**config.mk**
```make
export PLATFORM = sky130hd
export DESIGN_NAME = modulo_controller_flat
export DESIGN_NICKNAME = d
export VERILOG_FILES = /design/src/rtl/modulo_controller_if.sv /design/src/rtl/modulo_controller.sv /design/src/flat_wrapper.sv
export SDC_FILE = /design/constraint.sdc
export NUM_CORES = 1
export LEC_CHECK = 0
export BUFFER_PORTS_ARGS = -buffer_cell sky130_fd_sc_hd__clkbuf_2
export CAP_MARGIN = 20
export CELL_PAD_IN_SITES_DETAIL_PLACEMENT = 0
export CELL_PAD_IN_SITES_GLOBAL_PLACEMENT = 1
export CORE_UTILIZATION = 33
export CTS_BUF_LIST = sky130_fd_sc_hd__clkbuf_2
export DETAILED_ROUTE_END_ITERATION = 6
export GPL_TIMING_DRIVEN = 0
export PLACE_DENSITY_LB_ADDON = 0.1
export SYNTH_ARGS = -nofsm -noshare
export SYNTH_HDL_FRONTEND = slang
export SYNTH_SLANG_ARGS = --single-unit
```
**constraint.sdc**
```tcl
create_clock -name clk -period 1.9 [get_ports clk]
set_clock_uncertainty 0.1 [all_clocks]
set_input_delay 0.475 -clock clk [delete_from_list [all_inputs] [get_ports clk]]
set_output_delay 0.475 -clock clk [all_outputs]
set_load 0.005 [all_outputs]
```
**src/rtl/modulo_controller_if.sv**
```systemverilog
// rtl/modulo_controller_if.sv - request/datapath handshake bundle for the modulo controller
interface modulo_controller_if;
    logic        start_i;
    logic [15:0] divisor_i;
    logic        term_i;
    logic [2:0]  alu_mode_o;
    logic        wren_update_zahlen_o;
    logic        wren_zahl1_to_erg_o;
    logic        wren_term_erg_o;
    logic        wren_res_to_erg_o;
    logic        erg_to_alu_a_o;
    logic        zahl2_to_alu_b_o;
    logic        check_for_termination_o;
    logic        busy_o;
    logic        done_o;
    logic        err_o;

    modport master (
        output start_i, divisor_i, term_i,
        input  alu_mode_o, wren_update_zahlen_o, wren_zahl1_to_erg_o, wren_term_erg_o,
               wren_res_to_erg_o, erg_to_alu_a_o, zahl2_to_alu_b_o,
               check_for_termination_o, busy_o, done_o, err_o
    );

    modport slave (
        input  start_i, divisor_i, term_i,
        output alu_mode_o, wren_update_zahlen_o, wren_zahl1_to_erg_o, wren_term_erg_o,
               wren_res_to_erg_o, erg_to_alu_a_o, zahl2_to_alu_b_o,
               check_for_termination_o, busy_o, done_o, err_o
    );
endinterface

```
**src/rtl/modulo_controller.sv**
```systemverilog
// rtl/modulo_controller.sv - repeated-subtraction modulo sequencer; MODULO_CTRL_TIMEOUT_EN adds an iteration limit
module modulo_controller #(
    parameter logic [2:0]  MODE_SUB = 3'd1,
    parameter logic [2:0]  MODE_LT  = 3'd2,
    parameter logic [15:0] MAX_ITER = 16'd1024
) (
    input  logic               clk,
    input  logic               rst,
    modulo_controller_if.slave bus
);

    typedef enum logic [3:0] {
        IDLE, WAIT_IN, LOAD, INIT, CMP_A, CMP_B, CMP_WB, CHECK, SUB_A, SUB_B, SUB_WB, DONE
    } state_t;

    typedef struct packed {
        logic [2:0] alu_mode;
        logic       wr_upd;
        logic       wr_z1;
        logic       wr_term;
        logic       wr_res;
        logic       erg_a;
        logic       z2_b;
        logic       chk;
        logic       busy;
        logic       done;
    } ctrl_t;

    state_t state;
    ctrl_t  ctrl;
    logic   err_q;

    // Moore decode of a state; registered together with the state so outputs are glitch-free.
    function automatic ctrl_t decode(input state_t s);
        ctrl_t c;
        c      = '0;
        c.busy = (s != IDLE) && (s != DONE);
        case (s)
            LOAD:   c.wr_upd = 1'b1;
            INIT:   c.wr_z1  = 1'b1;
            CMP_A, CMP_B, CMP_WB: begin
                c.alu_mode = MODE_LT;
                c.erg_a    = 1'b1;
                c.z2_b     = 1'b1;
                c.wr_term  = (s == CMP_WB);
            end
            CHECK:  c.chk = 1'b1;
            SUB_A, SUB_B, SUB_WB: begin
                c.alu_mode = MODE_SUB;
                c.erg_a    = 1'b1;
                c.z2_b     = 1'b1;
                c.wr_res   = (s == SUB_WB);
            end
            DONE:   c.done = 1'b1;
            default: ;
        endcase
        return c;
    endfunction

    task automatic goto(input state_t s);
        state <= s;
        ctrl  <= decode(s);
    endtask

`ifdef MODULO_CTRL_TIMEOUT_EN
    logic [15:0] iter_cnt;
`else
    logic unused_max_iter;
    assign unused_max_iter = ^MAX_ITER;
`endif

    always_ff @(posedge clk) begin
        if (rst) begin
            state <= IDLE;
            ctrl  <= '0;
            err_q <= 1'b0;
`ifdef MODULO_CTRL_TIMEOUT_EN
            iter_cnt <= '0;
`endif
        end else begin
            case (state)
                IDLE: begin
                    if (bus.start_i) begin
                        if (bus.divisor_i == 16'd0) begin
                            goto(DONE);
                            err_q <= 1'b1;
                        end else begin
                            goto(WAIT_IN);
                        end
                    end
                end
                WAIT_IN: goto(LOAD);
                LOAD:    goto(INIT);
                INIT: begin
                    goto(CMP_A);
`ifdef MODULO_CTRL_TIMEOUT_EN
                    iter_cnt <= '0;
`endif
                end
                CMP_A:   goto(CMP_B);
                CMP_B:   goto(CMP_WB);
                CMP_WB:  goto(CHECK);
                CHECK: begin
                    if (bus.term_i) begin
                        goto(DONE);
`ifdef MODULO_CTRL_TIMEOUT_EN
                    end else if (iter_cnt == MAX_ITER) begin
                        goto(DONE);
                        err_q <= 1'b1;
`endif
                    end else begin
                        goto(SUB_A);
                    end
                end
                SUB_A:   goto(SUB_B);
                SUB_B:   goto(SUB_WB);
                SUB_WB: begin
                    goto(CMP_A);
`ifdef MODULO_CTRL_TIMEOUT_EN
                    iter_cnt <= iter_cnt + 16'd1;
`endif
                end
                DONE: begin
                    goto(IDLE);
                    err_q <= 1'b0;
                end
                default: goto(IDLE);
            endcase
        end
    end

    assign bus.alu_mode_o              = ctrl.alu_mode;
    assign bus.wren_update_zahlen_o    = ctrl.wr_upd;
    assign bus.wren_zahl1_to_erg_o     = ctrl.wr_z1;
    assign bus.wren_term_erg_o         = ctrl.wr_term;
    assign bus.wren_res_to_erg_o       = ctrl.wr_res;
    assign bus.erg_to_alu_a_o          = ctrl.erg_a;
    assign bus.zahl2_to_alu_b_o        = ctrl.z2_b;
    assign bus.check_for_termination_o = ctrl.chk;
    assign bus.busy_o                  = ctrl.busy;
    assign bus.done_o                  = ctrl.done;
    // err only ever holds while sitting in DONE, so it doubles as the qualified output.
    assign bus.err_o                   = err_q;

endmodule

```
**src/flat_wrapper.sv**
```systemverilog
// flat-port wrapper written by rule: the top's interface ports become plain ports
module modulo_controller_flat 
#(
    parameter logic [2:0]  MODE_SUB = 3'd1,
    parameter logic [2:0]  MODE_LT  = 3'd2,
    parameter logic [15:0] MAX_ITER = 16'd1024
)
  (clk, rst, bus_start_i, bus_divisor_i, bus_term_i, bus_alu_mode_o, bus_wren_update_zahlen_o, bus_wren_zahl1_to_erg_o, bus_wren_term_erg_o, bus_wren_res_to_erg_o, bus_erg_to_alu_a_o, bus_zahl2_to_alu_b_o, bus_check_for_termination_o, bus_busy_o, bus_done_o, bus_err_o);
  modulo_controller_if bus_i ();
  input  logic clk;
  input  logic rst;
  input wire logic [$bits(bus_i.start_i)-1:0] bus_start_i;
  input wire logic [$bits(bus_i.divisor_i)-1:0] bus_divisor_i;
  input wire logic [$bits(bus_i.term_i)-1:0] bus_term_i;
  output wire logic [$bits(bus_i.alu_mode_o)-1:0] bus_alu_mode_o;
  output wire logic [$bits(bus_i.wren_update_zahlen_o)-1:0] bus_wren_update_zahlen_o;
  output wire logic [$bits(bus_i.wren_zahl1_to_erg_o)-1:0] bus_wren_zahl1_to_erg_o;
  output wire logic [$bits(bus_i.wren_term_erg_o)-1:0] bus_wren_term_erg_o;
  output wire logic [$bits(bus_i.wren_res_to_erg_o)-1:0] bus_wren_res_to_erg_o;
  output wire logic [$bits(bus_i.erg_to_alu_a_o)-1:0] bus_erg_to_alu_a_o;
  output wire logic [$bits(bus_i.zahl2_to_alu_b_o)-1:0] bus_zahl2_to_alu_b_o;
  output wire logic [$bits(bus_i.check_for_termination_o)-1:0] bus_check_for_termination_o;
  output wire logic [$bits(bus_i.busy_o)-1:0] bus_busy_o;
  output wire logic [$bits(bus_i.done_o)-1:0] bus_done_o;
  output wire logic [$bits(bus_i.err_o)-1:0] bus_err_o;
  assign bus_i.start_i = bus_start_i;
  assign bus_i.divisor_i = bus_divisor_i;
  assign bus_i.term_i = bus_term_i;
  assign bus_alu_mode_o = bus_i.alu_mode_o;
  assign bus_wren_update_zahlen_o = bus_i.wren_update_zahlen_o;
  assign bus_wren_zahl1_to_erg_o = bus_i.wren_zahl1_to_erg_o;
  assign bus_wren_term_erg_o = bus_i.wren_term_erg_o;
  assign bus_wren_res_to_erg_o = bus_i.wren_res_to_erg_o;
  assign bus_erg_to_alu_a_o = bus_i.erg_to_alu_a_o;
  assign bus_zahl2_to_alu_b_o = bus_i.zahl2_to_alu_b_o;
  assign bus_check_for_termination_o = bus_i.check_for_termination_o;
  assign bus_busy_o = bus_i.busy_o;
  assign bus_done_o = bus_i.done_o;
  assign bus_err_o = bus_i.err_o;
  modulo_controller #(.MODE_SUB(MODE_SUB), .MODE_LT(MODE_LT), .MAX_ITER(MAX_ITER)) u_core (.clk(clk), .rst(rst), .bus(bus_i));
endmodule
```
==> results of run 1 <==
## layer usage
metal / routed length (um) / up-vias / GRT usage (%)
met4: 37 / 0 / 8.33
met2: 814 / 23 / 24.4
met3: 109 / 5 / 3.03
li1: - / 412 / -
met5: 0 / - / 0
met1: 918 / 374 / 22.2
## stage by stage
| step | hold WS (ps) | cells | total power [mW] | setup WS, ps |
|---|---|---|---|---|
| finish | 330 | 156 | 0.737 | 251 |
| global route | 349 | 156 | 0.776 | 220 |
| CTS | 338 | 156 | 0.743 | 265 |
| detailed placement | 343 | 152 | 0.578 | 291 |
| global placement | 342 | 152 | 0.575 | 300 |
| floorplan | 344 | 93 | 0.507 | 387 |
## flip-flops by register name, summed over array words and instances (netlist names)
register,count
u_core.bus.wren_res_to_erg_o,1
u_core.bus.check_for_termination_o,1
u_core.bus.busy_o,1
u_core.bus.wren_zahl1_to_erg_o,1
u_core.bus.err_o,1
u_core.state,4
u_core.bus.zahl2_to_alu_b_o,1
u_core.bus.alu_mode_o,2
u_core.bus.done_o,1
u_core.bus.wren_term_erg_o,1
u_core.bus.wren_update_zahlen_o,1
## placed cells by master (no fill, tap or decap), types with 2 or more instances in the layout
master and count:
o21ai_1 2, nand2b_1 2, a31oi_1 3, a32oi_1 3, clkbuf_2 35, inv_1 2
buf_2 5, nor3_1 6, inv_2 2, buf_4 3, nand2_1 7, and4_1 2
nor4_1 4, a21oi_1 10, a22o_1 2, dfxtp_1 15, nor2_1 7
## final timing paths
kind / from / end / slack [ps]
max: u_core.state[0]$_SDFFE_PP0P_ / u_core.bus.busy_o$_SDFFE_PP0P_ / 250
min: rst / u_core.bus.wren_zahl1_to_erg_o$_SDFFE_PP0P_ / 330
max reg2reg: u_core.state[0]$_SDFFE_PP0P_ / u_core.bus.busy_o$_SDFFE_PP0P_ / 250
min reg2reg: u_core.bus.done_o$_SDFFE_PP0P_ / u_core.bus.done_o$_SDFFE_PP0P_ / 360
## power breakdown
group	switching, mW	internal, mW	total, mW
sequential	0.0159	0.338	0.354
clock	0.112	0.0558	0.168
combinational	0.114	0.101	0.215
## kinds of logic after synthesis
group / after synthesis / synth area share [%]
other: 1 / 0.482
AOI/OAI and AO/OA: 26 / 21.7
and+or+nand+nor: 37 / 28.6
muxes: 1 / 1.45
DFF: 15 / 38.6
xor gates and xnor gates: 1 / 1.13
buffers and inverters: 12 / 8.04
## critical path: cells and delay by family, from the launching register on
kind	cells	cell delay [ps]
AO/OA/AOI/OAI	1	190
flip-flops	1	400
AND/OR/NAND/NOR	3	860
## layout make-up
type                       count  area, sq um
clock buffer                   4         20.0
fill                         234         1220
multi-input combinational     66          415
tap                           28         35.0
buffer                         8         47.5
inverter                       4         15.0
timing repair buffer          31          155
sequential                    15          300
==> impl_results.md, run 1 <==
* LEAKAGE at 0.436 nW
* # diodes at 0
* Core ar. at 0.00221 sq mm
* Post-Syn Area per Cell at 8.37 sq um
* Mapped cell area at 778 sq um
* Rows at 17
* Arrival @ worst endpoint at 1750 ps
* Synth top area cells: dfxtp_1, a21oi_1, nor3_1
* PortBufs at 31
* Max Clk Rate at 0.606 GHz
* IO Pins at 33
* H-tree depth at 1
* Die Area at 0.00256 sq mm
* Worst path slowest cell: or4_4
* Final Hold Vio Count at 0
* Top-area cell type share of the netlist area at 38.6%
* Share of layout cells above drive strength 1 at 39.1%
* Worst skew pair latency at 310 ps
* Starting Density at 35.2%
* Synthesized instance count at 93
* Clk root buf: clkbuf_2
* HP Class: input pin to flop
* Fin util at 44.7%
* Largest area contributor in the netlist: dfxtp_1
* Mapped Nets at 113
* Final wirelength at 1880 um
* Wire per inst at 12.0 um
* Worst r2r path cells at 4
* CTS tree: done
* Register area share after synthesis at 38.6%
* Final Setup Violations at 0
* Vias per cell at 5.22
* Outcome: finished, final reports clean
* Number of global-route vias before repair at 721
* Post-synth EDFFs at 0
* Critical Path RT at 2000 ps
* Sink Count at 15
* Post-route clock period utilization at 86.8%
* Number of remaining DRC errors at 0
* Total grt overflow at 0
* Initial antenna violation count at 0
* Critical path launch point type: flop
* Crit path cell chain: or4_4 -> nor2_8 -> nor3_1 -> a22o_1
* Vias at 814
* CTS clk-pin slew, worst paths at 160 ps
* CP Class: flop to flop
* Max-cap viol count at 0
* Ys flop type: dfxtp_1
* Die Ht at 50.6 um
* Hold_buf cts at 0
* Num CTS Buffers at 3
* Max incr delay on CP at 630 ps
* CP max FO at 7
* HPWL after detailed placement at 1460 um
* Peak VDD IR at 387 uV
* RSZ-0062 raised after global routing: no
* Design Area, Final at 988 sq um
* Yosys warns at 0
* Clock Path Buffers at 2
* Hold Path Depth at 3
* Post-layout minimum cycle time at 1650 ps
* Sum Neg Setup Slack at 0 ps
* Synth cell types at 34
* Largest net degree at the start of global routing at 11
* Most numerous cell in the Yosys netlist: dfxtp_1
* Postcts setup bufs at 0
* Layout Nets at 149
* GPL Wtd Cong at 0.786
* Async set-reset flop share out of synthesis at 0%
* Antenna viol nets, final at 0
* PD cells at 746 mW/mm^2
* TritonRoute pass-1 iters at 4
* Overall routing resource usage at 16.4%
* Flop and latch count out of synthesis at 15
* Drt initial violations at 15
* Placed cell area at 968 sq um
* Crit end category: flop
* P&R area growth vs syn at 27.0%
* Pins Over Slew Limit at 0
* Die Wd at 50.6 um
* Synth top cells by count: dfxtp_1, a21oi_1, nand2_1, nor2_1, nor3_1
* Gates resized, CTS repair at 0
* First-pass GRT wire length at 3150 um
(Power assumes the default switching activity.)
==> inputs of run 2 (changes only) <==
- GPL_TIMING_DRIVEN: 0 -> unset
==> run 2 against run 1 <==
Sequential cell count stayed put. Die area is the same. Clock-buffer cell count unchanged. Sequential share of layout area grew 0.31 points. Utilization down 0.45 points. Non-clock buffer count down 3. Critical path depth stayed put. Combinational power barely moved. Register-to-register slack improved by 70 ps. Design area fell by 1.0%. Hold slack better by 34 ps. Worst setup slack gained 68 ps.
==> impl_results.md, run 2 (synthesis gave the netlist of run 1 again) <==
* HPWL after detailed placement at 1420 um
* Max Clk Rate at 0.632 GHz
* Number of global-route vias before repair at 692
* Design Area, Final at 978 sq um
* Worst r2r path cells at 4
* Vias per cell at 5.11
* HP Class: flop to flop
* Final wirelength at 1850 um
* Overall routing resource usage at 16.2%
* Antenna viol nets, final at 0
* Outcome: finished, final reports clean
* Drt initial violations at 19
* Largest net degree at the start of global routing at 15
* Max-cap viol count at 0
* RSZ-0062 raised after global routing: no
* Hold Path Depth at 2
* Core ar. at 0.00221 sq mm
* CTS clk-pin slew, worst paths at 150 ps
* PortBufs at 31
* Arrival @ worst endpoint at 1690 ps
* Placed cell area at 958 sq um
* # diodes at 0
* Crit end category: flop
* Sum Neg Setup Slack at 0 ps
* Clock Path Buffers at 2
* PD cells at 749 mW/mm^2
* Top sig layer: met4
* Gates resized, CTS repair at 0
* TritonRoute pass-1 iters at 4
* Critical Path RT at 2010 ps
* Most frequent cells in the layout: clkbuf_2, dfxtp_1, a21oi_1
* Sink Count at 15
* WL met1 at 890 um
* Critical path launch point type: flop
* Wire length on met2 at 827 um
* Postcts setup bufs at 0
* Clk root buf: clkbuf_2
* Max reg flops at 4
* Layout Nets at 146
* Post-layout minimum cycle time at 1580 ps
* Pins Over Slew Limit at 0
* Most common cell after layout, fill and taps aside: clkbuf_2
* Worst skew pair latency at 300 ps
* Biggest register: u_core.state
* Num CTS Buffers at 3
* Vias at 782
* Final Setup Violations at 0
* LEAKAGE at 0.420 nW
* CP Class: flop to flop
* Hold_buf cts at 0
* Starting Density at 35.2%
* IO Pins at 33
* DR WL met3 at 117 um
* Die Area at 0.00256 sq mm
* Total grt overflow at 0
* CTS tree: done
* Rows at 17
* GPL Wtd Cong at 0.771
* P&R area growth vs syn at 25.7%
* Peak VDD IR at 421 uV
* CP max FO at 7
* Fin util at 44.2%
* Post-route clock period utilization at 83.2%
* Number of remaining DRC errors at 0
* Final Hold Vio Count at 0
* Initial antenna violation count at 0
* Die Wd at 50.6 um
* Die Ht at 50.6 um
* Wire per inst at 12.1 um
* First-pass GRT wire length at 3120 um
* H-tree depth at 1
* Hold slack at 364 ps
* Share of layout cells above drive strength 1 at 37.6%
## run 2: critical path, stage by stage (launching register included)
cell and delay (ps):
dfxtp_1 390, or4_4 570, nor2_8 160, nor3_1 70, a22o_1 200
## run 2: worst paths after layout
path              slack (ps)                      startpoint                              to
setup / recovery         320    u_core.state[2]$_SDFFE_PP0P_  u_core.bus.busy_o$_SDFFE_PP0P_
hold / removal           360  u_core.bus.done_o$_SDFFE_PP0P_  u_core.bus.done_o$_SDFFE_PP0P_
setup reg to reg         320    u_core.state[2]$_SDFFE_PP0P_  u_core.bus.busy_o$_SDFFE_PP0P_
hold reg to reg          360  u_core.bus.done_o$_SDFFE_PP0P_  u_core.bus.done_o$_SDFFE_PP0P_
## run 2: metal layers
layer	global-route usage, %	up-vias
met5	0	-
met4	4.17	0
met3	6.67	2
met2	25.3	28
met1	20.5	350
li1	-	402
## run 2: area by class of cell
class                           instances  area [sq um]
Tap cell                               28          35.0
Fill cell                             231          1230
Sequential cell                        15           300
Timing Repair Buffer                   36           193
Clock buffer                            4          20.0
Multi-Input combinational cell         66           415
Inverter                                4          15.0
## run 2: power by group
group,internal (mW),switching [mW],total (mW),leakage (nW)
combinational,0.102,0.113,0.215,0.282
sequential,0.338,0.0146,0.352,0.122
clock,0.0558,0.110,0.166,0.0166
## run 2: metrics by stage
step           setup slack, ps  std cells  total power [mW]
2_1_floorplan              387         93             0.507
3_3_place_gp               337        149             0.576
3_5_place_dp               302        149             0.576
4_1_cts                    314        153             0.745
5_1_grt                    252        153             0.780
6_report                   319        153             0.733
==> inputs of run 3 (changes only) <==
- clock period: 1.9 -> 1.6 ns (I/O delays scaled with it)
==> run 3 against run 2 <==
Register-to-register slack worse by 250 ps. Critical path depth up 1. First-iteration DRC count down 11%. Sequential cell count is the same. Sequential share of layout area shrank 0.58 points. Worst setup slack got worse by 250 ps. Combinational power grew 24%. Utilization grew 0.85 points. Maximum frequency up 3.2%. Critical path type unchanged. Largest cell class unchanged.
==> impl_results.md, run 3 (synthesis gave the netlist of run 1 again) <==
* Fillers at 237
* Sink Count at 15
* Total grt overflow at 0
* CTS clk-pin slew, worst paths at 140 ps
* Drt initial violations at 17
* Number of remaining DRC errors at 0
* P&R area growth vs syn at 28.1%
* TritonRoute pass-1 iters at 4
* Vias per cell at 5.10
* Post-layout minimum cycle time at 1530 ps
* GPL Wtd Cong at 0.843
* Placed Cells at 151
* Hold_sp: rst
* Critical path buffers and inverters at 1
* Crit end category: flop
* PD cells at 868 mW/mm^2
* Placed cell area at 973 sq um
* Setup WS post-layout at 67.6 ps
* Design Area, Final at 997 sq um
* HP Class: input pin to flop
* Max incr delay on CP at 360 ps
* Hold Path Depth at 2
* Arrival @ worst endpoint at 1640 ps
* Max reg flops at 4
* Die Area at 0.00256 sq mm
* Number of global-route vias before repair at 675
* Wire per inst at 12.2 um
* Final Hold Vio Count at 0
* HPWL after detailed placement at 1410 um
* Starting Density at 35.2%
* Final Setup Violations at 0
* Num CTS Buffers at 3
* Hold slack at 292 ps
* Vias at 790
* Clk root buf: clkbuf_2
* Layout Nets at 148
* CTS tree: done
* Peak VDD IR at 386 uV
* Antenna viol nets, final at 0
* Hold EP: u_core.bus.wren_term_erg_o$_SDFFE_PP0P_
* Die Wd at 50.6 um
* Kind of cell adding the most delay to the critical path: simple AND/OR/NAND/NOR gates
* Pre-CTS setup slack at 60.6 ps
* Most common cell after layout, fill and taps aside: clkbuf_2
* R2R setup slack at 70 ps
* Fin util at 45.1%
* Critical path launch point type: flop
* Worst skew pair latency at 270 ps
* Post-route clock period utilization at 95.8%
* CP Class: flop to flop
* Most frequent cells in the layout: clkbuf_2, dfxtp_1, a21oi_1
* Largest net degree at the start of global routing at 15
* Crit path cell chain: buf_4 -> a21oi_2 -> and2b_1 -> or3_4 -> a31oi_1
* Die Ht at 50.6 um
* Overall routing resource usage at 16.2%
* Rows at 17
* Worst r2r path cells at 5
* Initial antenna violation count at 0
* Share of layout cells above drive strength 1 at 39.4%
* IO Pins at 33
* Core ar. at 0.00221 sq mm
* Clock Path Buffers at 2
* Worst path slowest cell: or3_4
* Biggest register: u_core.state
* CP max FO at 14
* Critical Path RT at 1710 ps
* Pins Over Slew Limit at 0
* Max-cap viol count at 0
* H-tree depth at 1
* LEAKAGE at 0.431 nW
* # diodes at 0
* Final wirelength at 1890 um
* Postcts setup bufs at 0
* RR Endpoint: u_core.state[3]$_SDFFE_PP0P_
* Max Clk Rate at 0.653 GHz
* PortBufs at 31
* FF-to-FF Start: u_core.state[0]$_SDFFE_PP0P_
* Crit path from: u_core.state[0]$_SDFFE_PP0P_
* Cell Count, Final, Fillers Out at 155
* Outcome: finished, final reports clean
* First-pass GRT wire length at 3030 um
## run 3: changes by cell type in the layout (fill, tap and decap cells not counted), sizes merged
| cell | previous run | this run |
|---|---|---|
| buf | 5 | 7 |
## run 3: cell type report
class,count,area (sq um),share of cell area [%]
sequential,15,300,30.1
tap,28,35.0,3.51
clock buffer,4,20.0,2.01
inverter,4,15.0,1.51
timing repair buffer,38,208,20.8
multi-input combinational,66,419,42.0
## run 3: worst max path at each step
stage	endpoint	slack, ps	depth (start not counted)
final	u_core.state[3]$_SDFFE_PP0P_	70	5
after global routing	u_core.state[3]$_SDFFE_PP0P_	-2	5
after CTS	u_core.state[3]$_SDFFE_PP0P_	90	5
after detailed placement	u_core.bus.busy_o$_SDFFE_PP0P_	60	5
after global placement	u_core.bus.busy_o$_SDFFE_PP0P_	90	5
after floorplan	u_core.bus.busy_o$_SDFFE_PP0P_	90	4
## run 3: stage by stage
step | TNS [ps] | power [mW]
after floorplan | 0 | 0.602
after global placement | 0 | 0.687
after detailed placement | 0 | 0.685
after CTS | 0 | 0.869
after global routing | -2.31 | 0.915
final | 0 | 0.866
## run 3: where the power goes
part / leakage (nW) / internal, mW / switching, mW
Combinational: 0.292 / 0.125 / 0.141
Sequential: 0.122 / 0.401 / 0.0140
Clock: 0.0166 / 0.0663 / 0.118
Total: 0.431 / 0.593 / 0.273
## run 3: what timing repair did
| action | 4_1_cts | 5_1_grt |
|---|---|---|
| setup endpoints to repair | 0 | 1 |
| gates resized for setup | 0 | 1 |
| hold buffers | 0 | 0 |
## run 3: metal layers
layer | wire, um | vias up | GRT usage [%]
li1 | - | 406 | -
met1 | 907 | 351 | 21.7
met2 | 840 | 27 | 22.7
met3 | 112 | 6 | 5.15
met4 | 27 | 0 | 8.80
met5 | 0 | - | 0
